$ cat config.mk
export PLATFORM = sky130hd
export DESIGN_NAME = band_gain_mixer_flat
export DESIGN_NICKNAME = d
export VERILOG_FILES = /design/src/rtl/band_gain_mixer_if.sv /design/src/rtl/band_gain_mixer.sv /design/src/flat_wrapper.sv
export SDC_FILE = /design/constraint.sdc
export NUM_CORES = 2
export LEC_CHECK = 0
export BUFFER_PORTS_ARGS = -buffer_cell sky130_fd_sc_hd__buf_2
export CAP_MARGIN = 10
export CORE_ASPECT_RATIO = 1.75
export CORE_MARGIN = 2
export CORE_UTILIZATION = 56
export DETAILED_ROUTE_END_ITERATION = 8
export HOLD_SLACK_MARGIN = 0.1
export PLACE_DENSITY = 0.81
export SYNTH_ARGS = -nofsm -noshare
export SYNTH_HDL_FRONTEND = slang
export SYNTH_SLANG_ARGS = --single-unit
$ cat constraint.sdc
create_clock -name clk -period 11.1 [get_ports clk]
set_clock_uncertainty 0.1 [all_clocks]
set_input_delay 1.11 -clock clk [delete_from_list [all_inputs] [get_ports clk]]
set_output_delay 1.11 -clock clk [all_outputs]
set_load 0.03 [all_outputs]
$ cat src/rtl/band_gain_mixer_if.sv
// Frame, gain-write, output and saturation-counter signals of the band gain mixer.
// The master drives frames and gain writes; the mixer itself is the slave.
interface band_gain_mixer_if #(
  parameter int NUM_BANDS   = 8,
  parameter int AUDIO_WIDTH = 24,
  parameter int GAIN_WIDTH  = 16
) ();
  localparam int ADDR_W = $clog2(NUM_BANDS);

  logic                             in_valid;
  logic                             in_ready;
  logic [NUM_BANDS*AUDIO_WIDTH-1:0] in_bands;
  logic                             gain_wr_en;
  logic [ADDR_W-1:0]                gain_wr_addr;
  logic [GAIN_WIDTH-1:0]            gain_wr_data;
  logic                             out_valid;
  logic                             out_ready;
  logic [AUDIO_WIDTH-1:0]           out_sample;
  logic                             out_sat;
  logic [15:0]                      sat_cnt;
  logic                             sat_cnt_clr;

  modport master (
    output in_valid, in_bands, gain_wr_en, gain_wr_addr, gain_wr_data,
           out_ready, sat_cnt_clr,
    input  in_ready, out_valid, out_sample, out_sat, sat_cnt
  );

  modport slave (
    input  in_valid, in_bands, gain_wr_en, gain_wr_addr, gain_wr_data,
           out_ready, sat_cnt_clr,
    output in_ready, out_valid, out_sample, out_sat, sat_cnt
  );
endinterface

$ cat src/rtl/band_gain_mixer.sv
// Multiplies each band of a frame by its fixed-point gain, one band per cycle,
// sums the scaled terms and emits a saturated mix with a clip counter.
module band_gain_mixer #(
  parameter int NUM_BANDS      = 8,
  parameter int AUDIO_WIDTH    = 24,
  parameter int GAIN_WIDTH     = 16,
  parameter int GAIN_FRAC_BITS = 14,
  parameter int ACC_WIDTH      = 48,
  parameter int ROUND_EN       = 1
) (
  input logic              clk,
  input logic              rst,
  band_gain_mixer_if.slave bus
);
  localparam int ADDR_W = $clog2(NUM_BANDS);
  localparam int PROD_W = AUDIO_WIDTH + GAIN_WIDTH;

  localparam logic signed [GAIN_WIDTH-1:0] UNITY_GAIN =
    {{(GAIN_WIDTH-1){1'b0}}, 1'b1} << GAIN_FRAC_BITS;
  localparam logic signed [ACC_WIDTH-1:0] ROUND_ADD = (ROUND_EN != 0) ?
    ({{(ACC_WIDTH-1){1'b0}}, 1'b1} << (GAIN_FRAC_BITS - 1)) : '0;
  localparam logic signed [ACC_WIDTH-1:0] SAT_MAX =
    {{(ACC_WIDTH-AUDIO_WIDTH+1){1'b0}}, {(AUDIO_WIDTH-1){1'b1}}};
  localparam logic signed [ACC_WIDTH-1:0] SAT_MIN =
    {{(ACC_WIDTH-AUDIO_WIDTH+1){1'b1}}, {(AUDIO_WIDTH-1){1'b0}}};
  localparam logic [AUDIO_WIDTH-1:0] MAX_SAMPLE = {1'b0, {(AUDIO_WIDTH-1){1'b1}}};
  localparam logic [AUDIO_WIDTH-1:0] MIN_SAMPLE = {1'b1, {(AUDIO_WIDTH-1){1'b0}}};

  typedef enum logic [1:0] {
    IDLE,
    ACCUM,
    OUTPUT
  } state_t;

  state_t r_state;
  state_t w_nextState;

  logic signed [GAIN_WIDTH-1:0]  r_gain  [NUM_BANDS];
  logic signed [GAIN_WIDTH-1:0]  r_snap  [NUM_BANDS];
  logic signed [AUDIO_WIDTH-1:0] r_bands [NUM_BANDS];
  logic [ADDR_W-1:0]             r_idx;
  logic signed [ACC_WIDTH-1:0]   r_acc;
  logic [AUDIO_WIDTH-1:0]        r_outSample;
  logic                          r_outSat;
  logic [15:0]                   r_satCnt;

  logic                          w_inReady;
  logic                          w_outValid;
  logic                          w_accept;
  logic                          w_xfer;
  logic                          w_lastBand;
  logic                          w_addrOk;
  logic signed [PROD_W-1:0]      w_prod;
  logic signed [ACC_WIDTH-1:0]   w_prodExt;
  logic signed [ACC_WIDTH-1:0]   w_rounded;
  logic signed [ACC_WIDTH-1:0]   w_term;
  logic signed [ACC_WIDTH-1:0]   w_sum;
  logic                          w_sat;
  logic [AUDIO_WIDTH-1:0]        w_satSample;

  always_ff @(posedge clk) begin
    if (rst) begin
      r_state <= IDLE;
    end else begin
      r_state <= w_nextState;
    end
  end

  always_comb begin
    w_nextState = r_state;
    w_inReady   = 1'b0;
    w_outValid  = 1'b0;
    case (r_state)
      IDLE: begin
        w_inReady = 1'b1;
        if (bus.in_valid) begin
          w_nextState = ACCUM;
        end
      end
      ACCUM: begin
        if (w_lastBand) begin
          w_nextState = OUTPUT;
        end
      end
      OUTPUT: begin
        w_outValid = 1'b1;
        if (bus.out_ready) begin
          w_nextState = IDLE;
        end
      end
      default: begin
        w_nextState = IDLE;
      end
    endcase
  end

  assign w_accept   = w_inReady && bus.in_valid;
  assign w_xfer     = w_outValid && bus.out_ready;
  assign w_lastBand = (r_state == ACCUM) && (r_idx == ADDR_W'(NUM_BANDS - 1));
  assign w_addrOk   = int'(bus.gain_wr_addr) < NUM_BANDS;

  always_ff @(posedge clk) begin
    if (rst) begin
      for (int g = 0; g < NUM_BANDS; g++) begin
        r_gain[g] <= UNITY_GAIN;
      end
    end else if (bus.gain_wr_en && w_addrOk) begin
      r_gain[bus.gain_wr_addr] <= bus.gain_wr_data;
    end
  end

  // Scaled term is formed in the accumulator width so the rounding add never overflows.
  assign w_prod      = r_bands[r_idx] * r_snap[r_idx];
  assign w_prodExt   = {{(ACC_WIDTH-PROD_W){w_prod[PROD_W-1]}}, w_prod};
  assign w_rounded   = w_prodExt + ROUND_ADD;
  assign w_term      = w_rounded >>> GAIN_FRAC_BITS;
  assign w_sum       = r_acc + w_term;

  always_comb begin
    w_sat       = 1'b0;
    w_satSample = w_sum[AUDIO_WIDTH-1:0];
    if (w_sum > SAT_MAX) begin
      w_sat       = 1'b1;
      w_satSample = MAX_SAMPLE;
    end else if (w_sum < SAT_MIN) begin
      w_sat       = 1'b1;
      w_satSample = MIN_SAMPLE;
    end
  end

  always_ff @(posedge clk) begin
    if (rst) begin
      for (int b = 0; b < NUM_BANDS; b++) begin
        r_bands[b] <= '0;
        r_snap[b]  <= '0;
      end
      r_idx       <= '0;
      r_acc       <= '0;
      r_outSample <= '0;
      r_outSat    <= 1'b0;
    end else if (w_accept) begin
      for (int b = 0; b < NUM_BANDS; b++) begin
        r_bands[b] <= bus.in_bands[b*AUDIO_WIDTH +: AUDIO_WIDTH];
      end
      r_snap <= r_gain;
      r_idx  <= '0;
      r_acc  <= '0;
    end else if (r_state == ACCUM) begin
      r_acc <= w_sum;
      if (w_lastBand) begin
        r_idx       <= '0;
        r_outSample <= w_satSample;
        r_outSat    <= w_sat;
      end else begin
        r_idx <= r_idx + 1'b1;
      end
    end
  end

  // A clear in the same cycle as a clipped transfer wins, leaving the count at zero.
  always_ff @(posedge clk) begin
    if (rst) begin
      r_satCnt <= '0;
    end else if (bus.sat_cnt_clr) begin
      r_satCnt <= '0;
    end else if (w_xfer && r_outSat && (r_satCnt != 16'hFFFF)) begin
      r_satCnt <= r_satCnt + 16'd1;
    end
  end

  assign bus.in_ready   = w_inReady;
  assign bus.out_valid  = w_outValid;
  assign bus.out_sample = r_outSample;
  assign bus.out_sat    = r_outSat;
  assign bus.sat_cnt    = r_satCnt;
endmodule

$ cat src/flat_wrapper.sv
// flat-port wrapper written by rule: the top's interface ports become plain ports
module band_gain_mixer_flat 
#(
  parameter int NUM_BANDS      = 8,
  parameter int AUDIO_WIDTH    = 24,
  parameter int GAIN_WIDTH     = 16,
  parameter int GAIN_FRAC_BITS = 14,
  parameter int ACC_WIDTH      = 48,
  parameter int ROUND_EN       = 1
)
  (clk, rst, bus_in_valid, bus_in_bands, bus_gain_wr_en, bus_gain_wr_addr, bus_gain_wr_data, bus_out_ready, bus_sat_cnt_clr, bus_in_ready, bus_out_valid, bus_out_sample, bus_out_sat, bus_sat_cnt);
  band_gain_mixer_if #(.NUM_BANDS(NUM_BANDS), .AUDIO_WIDTH(AUDIO_WIDTH), .GAIN_WIDTH(GAIN_WIDTH)) bus_i ();
  input logic clk;
  input logic rst;
  input wire logic [$bits(bus_i.in_valid)-1:0] bus_in_valid;
  input wire logic [$bits(bus_i.in_bands)-1:0] bus_in_bands;
  input wire logic [$bits(bus_i.gain_wr_en)-1:0] bus_gain_wr_en;
  input wire logic [$bits(bus_i.gain_wr_addr)-1:0] bus_gain_wr_addr;
  input wire logic [$bits(bus_i.gain_wr_data)-1:0] bus_gain_wr_data;
  input wire logic [$bits(bus_i.out_ready)-1:0] bus_out_ready;
  input wire logic [$bits(bus_i.sat_cnt_clr)-1:0] bus_sat_cnt_clr;
  output wire logic [$bits(bus_i.in_ready)-1:0] bus_in_ready;
  output wire logic [$bits(bus_i.out_valid)-1:0] bus_out_valid;
  output wire logic [$bits(bus_i.out_sample)-1:0] bus_out_sample;
  output wire logic [$bits(bus_i.out_sat)-1:0] bus_out_sat;
  output wire logic [$bits(bus_i.sat_cnt)-1:0] bus_sat_cnt;
  assign bus_i.in_valid = bus_in_valid;
  assign bus_i.in_bands = bus_in_bands;
  assign bus_i.gain_wr_en = bus_gain_wr_en;
  assign bus_i.gain_wr_addr = bus_gain_wr_addr;
  assign bus_i.gain_wr_data = bus_gain_wr_data;
  assign bus_i.out_ready = bus_out_ready;
  assign bus_i.sat_cnt_clr = bus_sat_cnt_clr;
  assign bus_in_ready = bus_i.in_ready;
  assign bus_out_valid = bus_i.out_valid;
  assign bus_out_sample = bus_i.out_sample;
  assign bus_out_sat = bus_i.out_sat;
  assign bus_sat_cnt = bus_i.sat_cnt;
  band_gain_mixer #(.NUM_BANDS(NUM_BANDS), .AUDIO_WIDTH(AUDIO_WIDTH), .GAIN_WIDTH(GAIN_WIDTH), .GAIN_FRAC_BITS(GAIN_FRAC_BITS), .ACC_WIDTH(ACC_WIDTH), .ROUND_EN(ROUND_EN)) u_core (.clk(clk), .rst(rst), .bus(bus_i));
endmodule
Yosys cells after proc, flatten, opt, wreduce, memory -nomap -nowiden
Memory sizes are Yosys's and may differ from the RTL's. A register that Yosys moved wholly into a read port is not among the register bits.
Index checks and enable logic that the tools add are counted.
Cells by class
  add/sub/neg operators: 4
  multipliers: 1
  reductions and logical operators: 11
  mux-type cells: 32
  bitwise operators: 11
  equality and inequality tests: 7
  magnitude comparators: 5
Operators with widths (count)
  24-bit 2-to-1 mux: 10
  128-bit bitwise mux: 1
  48-bit by 27-bit adder with 48-bit output: 1
  16-bit binary-select mux with 3-bit select: 1
  16-bit demux with 3-bit select: 1
  48-bit by 24-bit > comparator with 1-bit output, second input constant: 1
  48-bit by 24-bit < comparator with 1-bit output, second input constant: 1
  16-bit 2-to-1 mux: 3
  40-bit by 15-bit adder with 41-bit output, second input constant: 1
  24-bit by 16-bit multiplier with 40-bit output: 1
  16-bit by 1-bit adder with 16-bit output, second input constant: 1
  16-bit inequality test, second input constant: 1
  1-bit 2-to-1 mux: 9
  3-bit 2-to-1 mux: 3
  4-bit greater-or-equal comparator, second input constant: 2
  3-bit inverter with 4-bit output: 2
  1-bit OR: 8
  1-bit logical AND: 6
  2-bit 2-to-1 mux: 3
  2-bit one-hot mux with 3 select lines: 1
  3-bit AND reduction: 2
  4-bit by 1-bit < comparator with 1-bit output, second input constant: 1
  2-bit inequality test, second input constant: 2
  2-bit OR reduction: 2
  7 further kinds: 7
Storage, ports and cells
  bits in writable memories: 192
  word-level logic and storage cells: 94
  memories: 1
  register bits: 350
  bits of input ports: 217
Memories
  u_core.r_bands: words 8, bits a word 24, rd ports 1, clocked after Yosys merged registers in 1, write ports 8, line band_gain_mixer.sv:40  | logic signed [AUDIO_WIDTH-1:0] r_bands [NUM_BANDS];

Longest topological paths before layout
  word-level depth: 10
  gate-level depth with buffers: 44
  mapped depth without buffers: 39

Least setup slack after synthesis
No wires, ideal clock.
  path kind: flip-flop to flip-flop
  from: register (tool-made name)
  to: register u_core.r_outSample[19] (netlist: u_core.bus.out_sample[19])
  buffers on the path: 4
  library setup time: 80 ps
  required time: 10920 ps
  slack: -227 ps
  data arrival time: 11147 ps
  cell stages (with the launch flop): 41
  cells stage by stage: dfxtp_1 buf_2 buf_1 clkbuf_1 mux4_2 mux2i_1 nor2_1 fa_1 inv_1 fa_1 fa_1 inv_1 fa_1 fa_1 inv_1 fa_1 inv_1 ha_1 [5 not listed] a21oi_1 o31ai_1 nor2b_1 o21ai_0 xor2_1 ha_1 a21oi_1 o21ai_0 a221oi_1 a31oi_1 o31ai_1 nand2_1 xnor2_1 or4_4 o31ai_4 buf_6 nand2_1 a211oi_2
RTL lines
  to (signal assigned): line band_gain_mixer.sv:152  | r_outSample <= w_satSample;
  to (decl): line band_gain_mixer.sv:43  | logic [AUDIO_WIDTH-1:0] r_outSample;

==> impl_table.tex <==
\begin{tabular}{lr}
\hline
Metric & Value \\
\hline
\multicolumn{2}{l}{\textbf{Routing}} \\
\quad Routed via count & 30230 \\
\quad Total length of routed wires & 116.2 mm \\
\quad \# DRC & 0 \\
\quad Residual antenna-violating net count after detailed routing & 0 \\
\quad Post-detailed-route via-to-cell ratio & 5.872 \\
\quad Total iterations of the first detailed-routing run & 5 \\
\quad First DRT Iteration DRCs & 2456 \\
\quad Routed length per placed instance & 22.56 µm \\
\multicolumn{2}{l}{\textbf{Timing}} \\
\quad Rel. slew slack & 21.74\% \\
\quad Final Hold Viols & 0 \\
\quad Final Max Tran Viols & 0 \\
\quad Number of failing setup endpoints in the final timing report & 0 \\
\quad Period Utilization, post-route & 97.83\% \\
\quad Min Clock Period, post-route & 10860 ps \\
\quad Transition time at the pin with the least slew margin & 1173 ps \\
\quad Highest achievable clock rate & 0.09209 GHz \\
\multicolumn{2}{l}{\textbf{Placed design}} \\
\quad Placer Congestion & 1.008 \\
\quad Hpwl dp & 83.39 mm \\
\quad Number of input and output port buffers inserted & 259 \\
\quad Placed cells & 4999 \\
\multicolumn{2}{l}{\textbf{Layout}} \\
\quad Count of nets after finishing & 4946 \\
\quad Fraction of final layout cells with drive strength greater than 1 & 20.74\% \\
\quad Post-layout utilization of the core & 65.73\% \\
\quad Layout overhead on the synthesized area & 16.28\% \\
\quad Non-filler cells, final & 5148 \\
\multicolumn{2}{l}{\textbf{Min path}} \\
\quad Endpoint with the worst hold slack & u\_core.r\_snap[29] \\
\quad Beginning of the worst hold path & u\_core.r\_gain[29] \\
\quad Cell depth of the worst hold path & 1 \\
\quad Type of the worst min-delay path & reg2reg \\
\multicolumn{2}{l}{\textbf{Yosys}} \\
\quad Total of warnings raised by yosys & 0 \\
\quad Number of enable flip-flop cells after synthesis & 192 \\
\quad Avg Cell Area, Syn & 9.859 µm² \\
\quad Mapped cell area & 0.03805 mm² \\
\quad Most common flop cell mapped by yosys & dfxtp\_1 \\
\quad Cell types occupying the most area after synthesis & fa\_1 (20\%), dfxtp\_1 (19\%), edfxtp\_1 (15\%) \\
\quad Async set-or-reset flop fraction in the synthesized netlist & 0\% \\
\quad Cell with the most instances after synthesis & nand2\_1 \\
\quad Post-Synthesis Net Count & 4605 \\
\quad Fraction of synthesized cell area taken by the top area cell type & 19.99\% \\
\quad Synth area leader & fa\_1 \\
\quad Synthesized instance count & 3860 \\
\quad Leading cell types by count after synthesis & nand2\_1 (612), inv\_1 (447), fa\_1 (380) \\
\quad Number of distinct library cells after synthesis & 80 \\
\quad Flip-flop and latch count after synthesis & 545 \\
\quad Fraction of the yosys area taken by sequential cells & 33.72\% \\
\multicolumn{2}{l}{\textbf{Pwr}} \\
\quad PD cells & 111.9 mW/mm² \\
\quad Part of the total power dissipated in sequential elements & 44.1\% \\
\quad P\_int & 3560 µW \\
\quad Clk network pwr share & 38.0\% \\
\quad Maximum resistive drop on vdd & 0.1327 mV \\
\quad Leakage & 0.01915 µW \\
\quad Net load switching power & 1389 µW \\
\quad Fraction of power consumed by combinational cells & 17.8\% \\
\quad Fraction of power spent switching nets & 28.07\% \\
\multicolumn{2}{l}{\textbf{Global routing}} \\
\quad Pin count of the biggest net entering global routing & 273 \\
\quad Antenna violations before repair & 16 \\
\quad Met3 routing resource usage after global routing & 5.679\% \\
\quad Grt peak-use layer & met2 \\
\quad Wire length of the first global-routing pass & 174.1 mm \\
\quad Via count of the first global-routing pass & 31730 \\
\quad Total global routing track utilization & 32.52\% \\
\quad GRT overflow & 0 \\
\quad Met2 track utilization from global routing & 57.79\% \\
\quad Global routing met1 resource utilization & 33.29\% \\
\multicolumn{2}{l}{\textbf{Worst setup path}} \\
\quad Worst Path Required & 11550 ps \\
\quad Most repeated library cell on the critical path & buf\_4 \\
\quad Slowest-stage cell, CP & mux4\_2 \\
\quad Crit path largest cell delay & 570 ps \\
\quad Crit path kind & reg2reg \\
\quad Arrival time of data at the critical path endpoint & 11310 ps \\
\quad Capturing point of the worst reg2reg path & u\_core.bus.out\_sample[9] \\
\quad Crit. path cell count & 47 \\
\quad Launching element type of the critical path & flop \\
\quad Worst Path Buf+Inv & 14 \\
\quad Dominant delay contributor by cell family on the critical path & adder cells \\
\quad Maximum fanout count along the critical path & 7 \\
\quad Worst R2R Path Depth & 47 \\
\quad Flop2flop setup slack & 240 ps \\
\quad Critical path capture point type & flop \\
\multicolumn{2}{l}{\textbf{Clock tree}} \\
\quad CTS Root Buffer Type & clkbuf\_16 \\
\quad Deepest clock path buffer count & 3 \\
\quad Clock-pin slew reported for the worst setup and hold paths after clock tree synthesis & 60 ps \\
\quad CTS HTree Levels & 2 \\
\quad Number of clock sinks seen by CTS & 545 \\
\quad Inserted Clock Buffers & 50 \\
\quad Clock latency on the worst-skew pair & 640 ps \\
\quad TritonCTS clock tree & built \\
\multicolumn{2}{l}{\textbf{Flow run}} \\
\quad Number of violations of the max-capacitance limit & 0 \\
\multicolumn{2}{l}{\textbf{Floorplanning}} \\
\quad Standard cell core area & 0.06732 mm² \\
\quad Die Wd & 201.1 µm \\
\quad I/O pin count & 260 \\
\quad Vert. Die Dim & 348.8 µm \\
\quad Row Count & 126 \\
\quad Starting Density & 56.53\% \\
\quad Total die area & 0.07014 mm² \\
\multicolumn{2}{l}{\textbf{Outcome}} \\
\quad Status & completed \\
\hline
\end{tabular}
-- power groups by stage --
stage	Clock (µW)	Combinational [µW]	Sequential, µW
2_1_floorplan	0	483	2220
3_3_place_gp	0	788	2220
3_5_place_dp	0	797	2230
4_1_cts	1890	804	2180
5_1_grt	1970	939	2190
6_report	1880	883	2180
-- repair_timing --
item / CTS / global route
setup buffers: 0 / 38
cloned: 0 / 7
resized for setup: 3 / 147
hold buffers: 0 / 0
pin swaps: 1 / 40
endpoints found under the setup margin: 25 / 26
-- final cells by class --
type                            count  area (µm²)
Clock inverter                     31       432.9
Antenna cell                       10       25.02
Timing Repair Buffer              503        3476
Multi-Input combinational cell   2653       23320
Tap cell                          896        1121
Inverter                          448        1697
Clock buffer                       62        1338
Fill cell                        5162       23070
Sequential cell                   545       12840
-- routing by layer --
| metal | routed length (µm) | up-vias |
|---|---|---|
| li1 | - | 13380 |
| met4 | 11090 | 12 |
| met5 | 81 | - |
| met3 | 7719 | 544 |
| met2 | 59510 | 1397 |
| met1 | 37760 | 14890 |
-- cells in the final DEF, fill, tap and decap left out, types with 28 or more instances in the layout --
cell type	netlist	layout
buf_4	3	212
mux4_2	80	80
nand2_1	612	608
nand3_1	33	31
edfxtp_1	192	192
buf_2	13	258
nor2_1	263	248
xnor2_1	45	39
clkbuf_16	0	55
a22o_1	128	128
nor2b_1	85	82
a21oi_1	249	234
inv_1	447	443
o21ai_0	55	45
and2_1	184	184
nand4_1	28	28
ha_1	148	137
dfxtp_1	353	349
fa_1	380	367
-- cells by family after synthesis --
| logic type | count (synthesis) | share of synthesized area, % |
|---|---|---|
| AO/OA/AOI/OAI | 573 | 10.27 |
| XOR/XNOR | 72 | 1.677 |
| adder cells (fa/ha/maj) | 528 | 24.86 |
| buffers and inverters | 662 | 6.750 |
| flip-flops | 545 | 33.72 |
| multiplexers | 146 | 6.583 |
| AND/OR/NAND/NOR | 1334 | 16.14 |
-- stage by stage --
step | area, µm² | TNS, ps | hold WS, ps | setup WS (ps) | power [µW]
floorplan | 38060 | 0 | 336.0 | 16.25 | 2703
global placement | 41370 | 0 | 341.0 | 81.17 | 3008
detailed placement | 41370 | -716.4 | 346.2 | -71.38 | 3022
CTS | 43150 | 0 | 337.1 | 7.242 | 4877
global route | 44240 | -1434 | 348.1 | -113.5 | 5093
finish | 44250 | 0 | 346.6 | 241.1 | 4949
-- worst max-delay path by stage --
stage                    startpoint                        end  slack, ps
floorplan           u_core.r_idx[0]  u_core.bus.out_sample[19]         20
finish                         flop   u_core.bus.out_sample[9]        240
detailed placement             flop         u_core.bus.out_sat        -70
global route                   flop   u_core.bus.out_sample[9]       -110
global placement    u_core.r_idx[0]         u_core.bus.out_sat         80
CTS                 u_core.r_idx[0]  u_core.bus.out_sample[12]          7
-- flip-flops by register name, indices dropped and copies added (netlist names), named ones only --
name	cells
u_core.bus.out_sample	24
u_core.bus.out_sat	1
u_core.bus.sat_cnt	16
u_core.r_acc	48
u_core.r_bands	192
u_core.r_gain	128
u_core.r_idx	3
u_core.r_snap	128
u_core.r_state	2
Note: power is estimated with default switching activity, not from simulation.
